**src/rtl/maf_pkg.sv**
```systemverilog
// -----------------------------------------------------------------------------
// maf_pkg
// Shared definitions for the moving-average filter and its level detector:
// the detector state encoding, the filter sum width, and the default
// thresholds / hold count that the filter bench reuses.
// No ports (package).
// -----------------------------------------------------------------------------
package maf_pkg;

    localparam int MAF_SUM_W = 8;

    localparam logic [MAF_SUM_W-1:0] MAF_HI_TH_DEF = 8'd80;
    localparam logic [MAF_SUM_W-1:0] MAF_LO_TH_DEF = 8'd40;
    localparam int                   MAF_HOLD_DEF  = 4;

    // LOW/ARM_HI report level 0, HIGH/ARM_LO report level 1.
    typedef enum logic [1:0] {
        LOW    = 2'd0,
        ARM_HI = 2'd1,
        HIGH   = 2'd2,
        ARM_LO = 2'd3
    } maf_state_e;

endpackage

```
**src/rtl/maf_level_det_if.sv**
```systemverilog
// -----------------------------------------------------------------------------
// maf_level_det_if
// Bundles the filtered-sum input and the detector outputs.
//   din      filtered sum from the moving-average filter (unsigned)
//   level    debounced level
//   rise     one-cycle pulse when level goes 0->1
//   fall     one-cycle pulse when level goes 1->0
//   evt_cnt  saturating count of rise events
// Modports: master = upstream filter side (drives din),
//           slave  = the level detector (drives the results).
// -----------------------------------------------------------------------------
interface maf_level_det_if;
    import maf_pkg::*;

    logic [MAF_SUM_W-1:0] din;
    logic                 level;
    logic                 rise;
    logic                 fall;
    logic [7:0]           evt_cnt;

    modport master (output din, input level, rise, fall, evt_cnt);
    modport slave  (input din, output level, rise, fall, evt_cnt);

endinterface

```
**src/rtl/maf_qual_cnt.sv**
```systemverilog
// -----------------------------------------------------------------------------
// maf_qual_cnt
// Qualification counter shared by both arm states of the level detector.
// Counts consecutive qualifying samples and flags the sample that would
// complete a transition.
//   clk    clock
//   reset  synchronous, active-high
//   clr    clear count to 0 (wins over inc)
//   inc    increment count
//   qcnt   current count of qualifying samples already seen
//   tc     current sample, if qualifying, is the HOLD-th one
// -----------------------------------------------------------------------------
module maf_qual_cnt #(
    parameter int HOLD = 4
) (
    input  logic       clk,
    input  logic       reset,
    input  logic       clr,
    input  logic       inc,
    output logic [3:0] qcnt,
    output logic       tc
);

    // Widened by one bit so qcnt+1 cannot wrap before the compare.
    assign tc = (({1'b0, qcnt} + 5'd1) == 5'(HOLD));

    always_ff @(posedge clk) begin
        if (reset) begin
            qcnt <= 4'd0;
        end else if (clr) begin
            qcnt <= 4'd0;
        end else if (inc) begin
            qcnt <= qcnt + 4'd1;
        end
    end

endmodule

```
**src/rtl/maf_level_det.sv**
```systemverilog
// -----------------------------------------------------------------------------
// maf_level_det
// Hysteresis level detector behind the moving-average filter. A transition is
// declared once din stays beyond the relevant threshold for HOLD consecutive
// samples; rise/fall pulse for one cycle as the level changes.
//   clk    clock
//   reset  synchronous, active-high
//   bus    maf_level_det_if.slave: din in; level, rise, fall, evt_cnt out
// Optional feature: define MAF_LEVEL_EVT_CNT_EN to build the saturating rise
// event counter; otherwise evt_cnt is tied to 0.
// -----------------------------------------------------------------------------
module maf_level_det
    import maf_pkg::*;
#(
    parameter logic [MAF_SUM_W-1:0] HI_TH = MAF_HI_TH_DEF,
    parameter logic [MAF_SUM_W-1:0] LO_TH = MAF_LO_TH_DEF,
    parameter int                   HOLD  = MAF_HOLD_DEF
) (
    input  logic               clk,
    input  logic               reset,
    maf_level_det_if.slave     bus
);

    maf_state_e state;
    maf_state_e state_nxt;
    logic       qual;
    logic       tc;
    logic       clr;
    logic       inc;
    logic       rise_nxt;
    logic       fall_nxt;
    logic       rise_q;
    logic       fall_q;
    logic [3:0] qcnt;

    // qcnt is 0 whenever the FSM sits in LOW or HIGH, so the same terminal
    // compare also covers HOLD==1 (transition on the first qualifying sample).
    maf_qual_cnt #(.HOLD(HOLD)) u_qual (
        .clk   (clk),
        .reset (reset),
        .clr   (clr),
        .inc   (inc),
        .qcnt  (qcnt),
        .tc    (tc)
    );

    // Qualifying direction depends only on the current level side.
    always_comb begin
        qual = 1'b0;
        case (state)
            LOW, ARM_HI: qual = (bus.din >= HI_TH);
            HIGH, ARM_LO: qual = (bus.din < LO_TH);
            default: qual = 1'b0;
        endcase
    end

    // State register; rise/fall are registered so no din->output path exists.
    always_ff @(posedge clk) begin
        if (reset) begin
            state  <= LOW;
            rise_q <= 1'b0;
            fall_q <= 1'b0;
        end else begin
            state  <= state_nxt;
            rise_q <= rise_nxt;
            fall_q <= fall_nxt;
        end
    end

    // Next state and counter control.
    always_comb begin
        state_nxt = state;
        clr       = 1'b1;
        inc       = 1'b0;
        case (state)
            LOW, ARM_HI: begin
                if (qual && tc) begin
                    state_nxt = HIGH;
                end else if (qual) begin
                    state_nxt = ARM_HI;
                    clr       = 1'b0;
                    inc       = 1'b1;
                end else begin
                    state_nxt = LOW;
                end
            end
            HIGH, ARM_LO: begin
                if (qual && tc) begin
                    state_nxt = LOW;
                end else if (qual) begin
                    state_nxt = ARM_LO;
                    clr       = 1'b0;
                    inc       = 1'b1;
                end else begin
                    state_nxt = HIGH;
                end
            end
            default: state_nxt = LOW;
        endcase
    end

    // Outputs: event pulses are decided here and captured on the next edge.
    always_comb begin
        rise_nxt = 1'b0;
        fall_nxt = 1'b0;
        case (state)
            LOW, ARM_HI: rise_nxt = qual && tc;
            HIGH, ARM_LO: fall_nxt = qual && tc;
            default: ;
        endcase
    end

    assign bus.level = (state == HIGH) || (state == ARM_LO);
    assign bus.rise  = rise_q;
    assign bus.fall  = fall_q;

`ifdef MAF_LEVEL_EVT_CNT_EN
    logic [7:0] evt_cnt_q;

    // Counts on the same edge that sets rise; holds at 255.
    always_ff @(posedge clk) begin
        if (reset) begin
            evt_cnt_q <= 8'd0;
        end else if (rise_nxt && (evt_cnt_q != 8'd255)) begin
            evt_cnt_q <= evt_cnt_q + 8'd1;
        end
    end

    assign bus.evt_cnt = evt_cnt_q;
`else
    assign bus.evt_cnt = 8'd0;
`endif

endmodule

```
**src/flat_wrapper.sv**
```systemverilog
// flat-port wrapper written by rule: the top's interface ports become plain ports
module maf_level_det_flat import maf_pkg::*;
#(
    parameter logic [MAF_SUM_W-1:0] HI_TH = MAF_HI_TH_DEF,
    parameter logic [MAF_SUM_W-1:0] LO_TH = MAF_LO_TH_DEF,
    parameter int                   HOLD  = MAF_HOLD_DEF
)
  (clk, reset, bus_din, bus_level, bus_rise, bus_fall, bus_evt_cnt);
  maf_level_det_if bus_i ();
  input  logic clk;
  input  logic reset;
  input wire logic [$bits(bus_i.din)-1:0] bus_din;
  output wire logic [$bits(bus_i.level)-1:0] bus_level;
  output wire logic [$bits(bus_i.rise)-1:0] bus_rise;
  output wire logic [$bits(bus_i.fall)-1:0] bus_fall;
  output wire logic [$bits(bus_i.evt_cnt)-1:0] bus_evt_cnt;
  assign bus_i.din = bus_din;
  assign bus_level = bus_i.level;
  assign bus_rise = bus_i.rise;
  assign bus_fall = bus_i.fall;
  assign bus_evt_cnt = bus_i.evt_cnt;
  maf_level_det #(.HI_TH(HI_TH), .LO_TH(LO_TH), .HOLD(HOLD)) u_core (.clk(clk), .reset(reset), .bus(bus_i));
endmodule
```
**config.mk**
```make
export PLATFORM = sky130hd
export DESIGN_NAME = maf_level_det_flat
export DESIGN_NICKNAME = d
export VERILOG_FILES = /design/src/rtl/maf_pkg.sv /design/src/rtl/maf_level_det_if.sv /design/src/rtl/maf_qual_cnt.sv /design/src/rtl/maf_level_det.sv /design/src/flat_wrapper.sv
export SDC_FILE = /design/constraint.sdc
export NUM_CORES = 1
export LEC_CHECK = 0
export CORE_AREA = 2 2 39 41
export CTS_CLUSTER_DIAMETER = 30
export CTS_CLUSTER_SIZE = 30
export DETAILED_ROUTE_END_ITERATION = 10
export DIE_AREA = 0 0 41 43
export GPL_TIMING_DRIVEN = 1
export PLACE_DENSITY_LB_ADDON = 0.05
export SKIP_CTS_REPAIR_TIMING = 1
export SLEW_MARGIN = 25
export SYNTH_ARGS = -nofsm -noshare
export SYNTH_HDL_FRONTEND = slang
export SYNTH_SLANG_ARGS = --single-unit
```
**constraint.sdc**
```tcl
create_clock -name clk -period 1.7 [get_ports clk]
set_input_delay 0.51 -clock clk [delete_from_list [all_inputs] [get_ports clk]]
set_output_delay 0.51 -clock clk [all_outputs]
set_load 0.01 [all_outputs]
```
**After elaboration in Yosys (flattened, before gate mapping)**

Index checks and enable logic that the tools add are counted.

- Register bits: 8
- Input port bits: 10
- Output and inout port bits: 11
- Logic and storage cells: 35

- Add/subtract/negate cells: 2
- $lt $le $gt $ge: 2
- Eq/ne operators: 4
- Mux-type cells: 12
- Bitwise gates (word level): 2
- Reductions and logical operators: 9

Operators with widths:

| kind | count |
|---|---|
| 2-bit OR reduction | 5 |
| 8-bit by 7-bit >= comparator with 1-bit output, second input constant | 1 |
| 8-bit by 6-bit less-than comparator with 1-bit output, second input constant | 1 |
| 1-bit 2-to-1 mux | 8 |
| 4-bit by 1-bit adder with 5-bit output, second input constant | 1 |
| 5-bit by 3-bit equality test with 1-bit output, second input constant | 1 |
| 4-bit by 1-bit adder with 4-bit output, second input constant | 1 |
| 2-bit equality test, second input constant | 2 |
| 2-bit 2-to-1 mux | 2 |
| 2-bit one-hot mux with 2 select lines | 1 |
| 4-bit OR reduction | 1 |
| 2-bit by 1-bit equality test with 1-bit output, second input constant | 1 |
| 2-bit zero test | 1 |
| 1-bit NOT | 2 |
| 1-bit one-hot mux with 2 select lines | 1 |
| 1-bit logical AND | 1 |
| 1-bit logical OR | 1 |

**Logic depth before layout (Yosys ltp)**

- Word-level depth: 7
- Depth in mapped cells: 4
- Mapped depth without buffers: 4

**Hierarchy**

Synthesis repeated with hierarchy kept, for this count alone.

- Cells, all modules: 44
- Area, all modules: 405.4 sq um

By module, submodules not included:

| module | instances | cells each | area each (sq um) | sequential area each (sq um) |
|---|---|---|---|---|
| maf_level_det | 1 | 27 | 221.5 | 60.1 |
| maf_qual_cnt | 1 | 17 | 183.9 | 80.1 |

**Least setup slack after synthesis**

OpenSTA, ideal clock, no wires.

- Kind: reg-to-reg
- Start point: reg u_core.u_qual.qcnt[0]
- End point: reg u_core.state[1]
- Arrival: 1.133 ns
- Required time: 1.581 ns
- Slack: 0.448 ns
- Cell stages (with the launch flop): 4
- Path buffers: 0
- Period minus slack after synthesis: 1.252 ns
- Cell sequence: dfxtp_1 -> ha_1 -> or3b_4 -> o221a_1

- Longest elaborated chain between the ends: 5
- Elaborated cells between the ends (all ways): 6

RTL lines:

| element | RTL line | source |
|---|---|---|
| start, declared | maf_qual_cnt.sv:20 | `output logic [3:0] qcnt,` |
| start signal, assigned | maf_qual_cnt.sv:33 | `qcnt <= qcnt + 4'd1;` |
| 4-bit by 1-bit adder with 5-bit output (*) | maf_qual_cnt.sv:25 | `assign tc = (({1'b0, qcnt} + 5'd1) == 5'(HOLD));` |
| 5-bit by 3-bit equality test with 1-bit output (*) | maf_qual_cnt.sv:25 |  |
| 1-bit logical AND (*) | maf_level_det.sv:77, maf_level_det.sv:88 |  |
| 2-bit 2-to-1 mux, on equally long branches | maf_level_det.sv:88, maf_level_det.sv:77 |  |
| 2-bit one-hot mux with 2 select lines (*) | maf_level_det.sv:75 | `case (state)` |
| end signal, assigned | maf_level_det.sv:64 | `state <= state_nxt;` |
| end, declared | maf_level_det.sv:24 | `maf_state_e state;` |

Mark *: on every way between the ends. The rest lies on a longest branch, timed or not.
A chain may end at the register's enable or synchronous reset.

**Final worst setup path**

- Start point: reg u_core.rise_q, in the netlist u_core.bus.rise
- End point: out bus_rise

RTL lines:

| element | RTL line | source |
|---|---|---|
| start, declared | maf_level_det.sv:32 | `logic rise_q;` |
| start signal, assigned | maf_level_det.sv:65 | `rise_q <= rise_nxt;` |
| end, declared | flat_wrapper.sv:14 | `output wire logic [$bits(bus_i.rise)-1:0] bus_rise;` |

No word-level cell between the ends.

==> metrics.cfg <==
[status]
status = finished clean

[critical_path]
critical_path.startpoint_type = flip-flop
worst_r2r_setup_slack_ns = 0.36
critPathCaptureType = output pin
worst_path_largest_cell_delay_ns = 0.52
worstPathRequired_ns = 1.19
critPathBufInv = 1
crit_family = buffers and inverters
cp_data_arrival_time_ns = 1.07
critical_path_class = flip-flop to output pin
path_cells = clkdlybuf4s50_1
critical_path.max_fanout = 1
slowest_stage = sky130_fd_sc_hd__clkdlybuf4s50_1

[global_route]
antenna_violations_before_repair = 0
globalRoute.totalOverflow = 0
first_pass_grt_wire_length_um = 1210
pin_count_of_the_biggest_net_entering_global_routing = 6
gr-usage-all-layers_pct = 10.8
grt_pass1_vias = 301

[placed_design]
place.detailed.hpwl_um = 591
detailedPlace.worstSlack_ns = -0.00652
gp_routability_congestion = 0.782
dp.cells = 65
port_buffers = 9

[drt]
ant_nets = 0
drc = 0
routed_wl_per_cell_um = 11.4
postRouteWirelength_um = 789
drt-vias-per-instance = 4.41
drtPass1Iterations = 4
initialDrtViolationCount = 5
routed-via-count = 304

[floorplanning]
die_w_um = 41
rows = 14
initial_utilization_pct = 26.1
die_span_y_um = 43
floorplan.core_area_um2 = 1380
design.die.area_um2 = 1760
io_pins = 21

[synthesis]
synth.lib_cells_used.distinct = 19
postSynth.asyncResetShare_pct = 0
ys.warnings.count = 0
synth.top_cell.area_share_pct = 38.8
seq_area_frac_synth_pct = 38.8
library_cell_occupying_the_most_area_in_the_post_synthesis_netlist = sky130_fd_sc_hd__dfxtp_1
yosys-top-cells-area = sky130_fd_sc_hd__dfxtp_1, sky130_fd_sc_hd__buf_4, sky130_fd_sc_hd__nand3_1
synth_common_cells = sky130_fd_sc_hd__buf_4, sky130_fd_sc_hd__dfxtp_1, sky130_fd_sc_hd__nand3_1
synth_edf_count = 0
post_synth_inst_count = 40
ys_seq_elements = 7
ys_dominant_reg_cell = sky130_fd_sc_hd__dfxtp_1
post-synth-top-count-cell = sky130_fd_sc_hd__buf_4
synth.avg_cell_area_um2 = 9.04
mappedNetlistArea_um2 = 362

[timing]
final_total_negative_setup_slack_ns = 0
fin_crit_sh_pct = 93.2
clock.fmax_mhz = 631
report.final.slew_viol_count = 0
hold_violations = 0
unrepaired_setup_endpoints_after_global_routing = false
timing.clock.skew_ns = 0.00278
setup_viol = 0
layout_setup_ws_ns = 0.115
period_needed_ns = 1.58

[cts]
htreeDepth = 1
cts.reportedPaths.clkPinSlew_ns = 0.05
clk_root_buffer_cell = sky130_fd_sc_hd__clkbuf_4
cts_buffers = 3
cts.path.max_buffers = 2
tritoncts = built
tritoncts_num_sinks = 7
worstSkewPairLatency_ns = 0.25

[cells_and_area]
final_cell_count_no_fill = 69
antenna-diode-count = 0
final_nets = 65
finish.utilization_pct = 34.5
syn_to_final_growth_pct = 32.2
post_route_cells_drive_above_1_share_pct = 11.3
fillers = 154

[power_and_ir_drop]
irDropWorstVdd_v = 0.000356
power_leakage_nw = 0.218
power_density_nw_per_um2 = 783

[job]
cap_viol_max_count = 0

[hold_path]
path_type_of_the_worst_min_delay_path = flip-flop to flip-flop

-- kinds of logic after synthesis --
logic type      synth area share, %
simple gates                   16.3
xor+xnor                       4.85
buf+inv                        18.7
flops                          38.8
compound gates                 17.0
other cells                    1.04
fa+ha+maj                      3.46
-- per-layer routing --
layer  track usage (%)  wire length, um  vias to the layer above
met4              4.00                0                        0
met2              16.3              385                       16
met1              11.0              317                      139
li1                  -                -                      149
met3              7.85               86                        0
met5                 0                0                        -
-- registers in the layout (all words and copies together), names as in the netlist --
name,flops
u_core.bus.fall,1
u_core.u_qual.qcnt,4
u_core.bus.rise,1
u_core.state,1
-- stage by stage --
| step | instance area [um2] | total power [mW] | hold WS [ns] |
|---|---|---|---|
| floorplan | 388 | 0.216 | 0.501 |
| global placement | 449 | 0.227 | 0.535 |
| detailed placement | 449 | 0.229 | 0.536 |
| CTS | 475 | 0.379 | 0.543 |
| global route | 478 | 0.402 | 0.604 |
| finish | 478 | 0.374 | 0.563 |
-- where the power goes --
group,leakage [nW],switching (mW),internal [mW]
Combinational,0.146,0.0266,0.0259
Sequential,0.0568,0.00417,0.170
Clock,0.0150,0.0580,0.0894
-- worst paths after layout --
kind | startpoint | to | cells past startpoint
worst max-delay path | u_core.bus.rise | bus_rise | 1
worst max register to register | u_core.u_qual.qcnt[0] | u_core.state[1] | 3
worst min register to register | u_core.u_qual.qcnt[0] | u_core.u_qual.qcnt[0] | 2
worst min-delay path | u_core.u_qual.qcnt[0] | u_core.u_qual.qcnt[0] | 2
-- cell usage in the layout, fill, tap and decap left out, drive strengths merged --
cell	count
conb	8
clkdlybuf4s50	8
dfxtp	7
nand3	4
clkbuf	4
a21oi	3
o21a	2
xor2	2
nor3	2
buf	2
o21bai	1
o21ai	1
nor2	1
inv	1
or3b	1
nor3b	1
or3	1
a211oi	1
o221a	1
ha	1
dlymetal6s2s	1
-- layout make-up --
type / count / area (um2) / share of cell area [%]
Multi-Input combinational cell: 30 / 180 / 37.7
Sequential cell: 7 / 140 / 29.3
Timing Repair Buffer: 11 / 108 / 22.5
Clock buffer: 4 / 26.3 / 5.50
Tap cell: 16 / 20.0 / 4.19
Inverter: 1 / 3.75 / 0.785
Note: power is estimated with default switching activity, not from simulation.
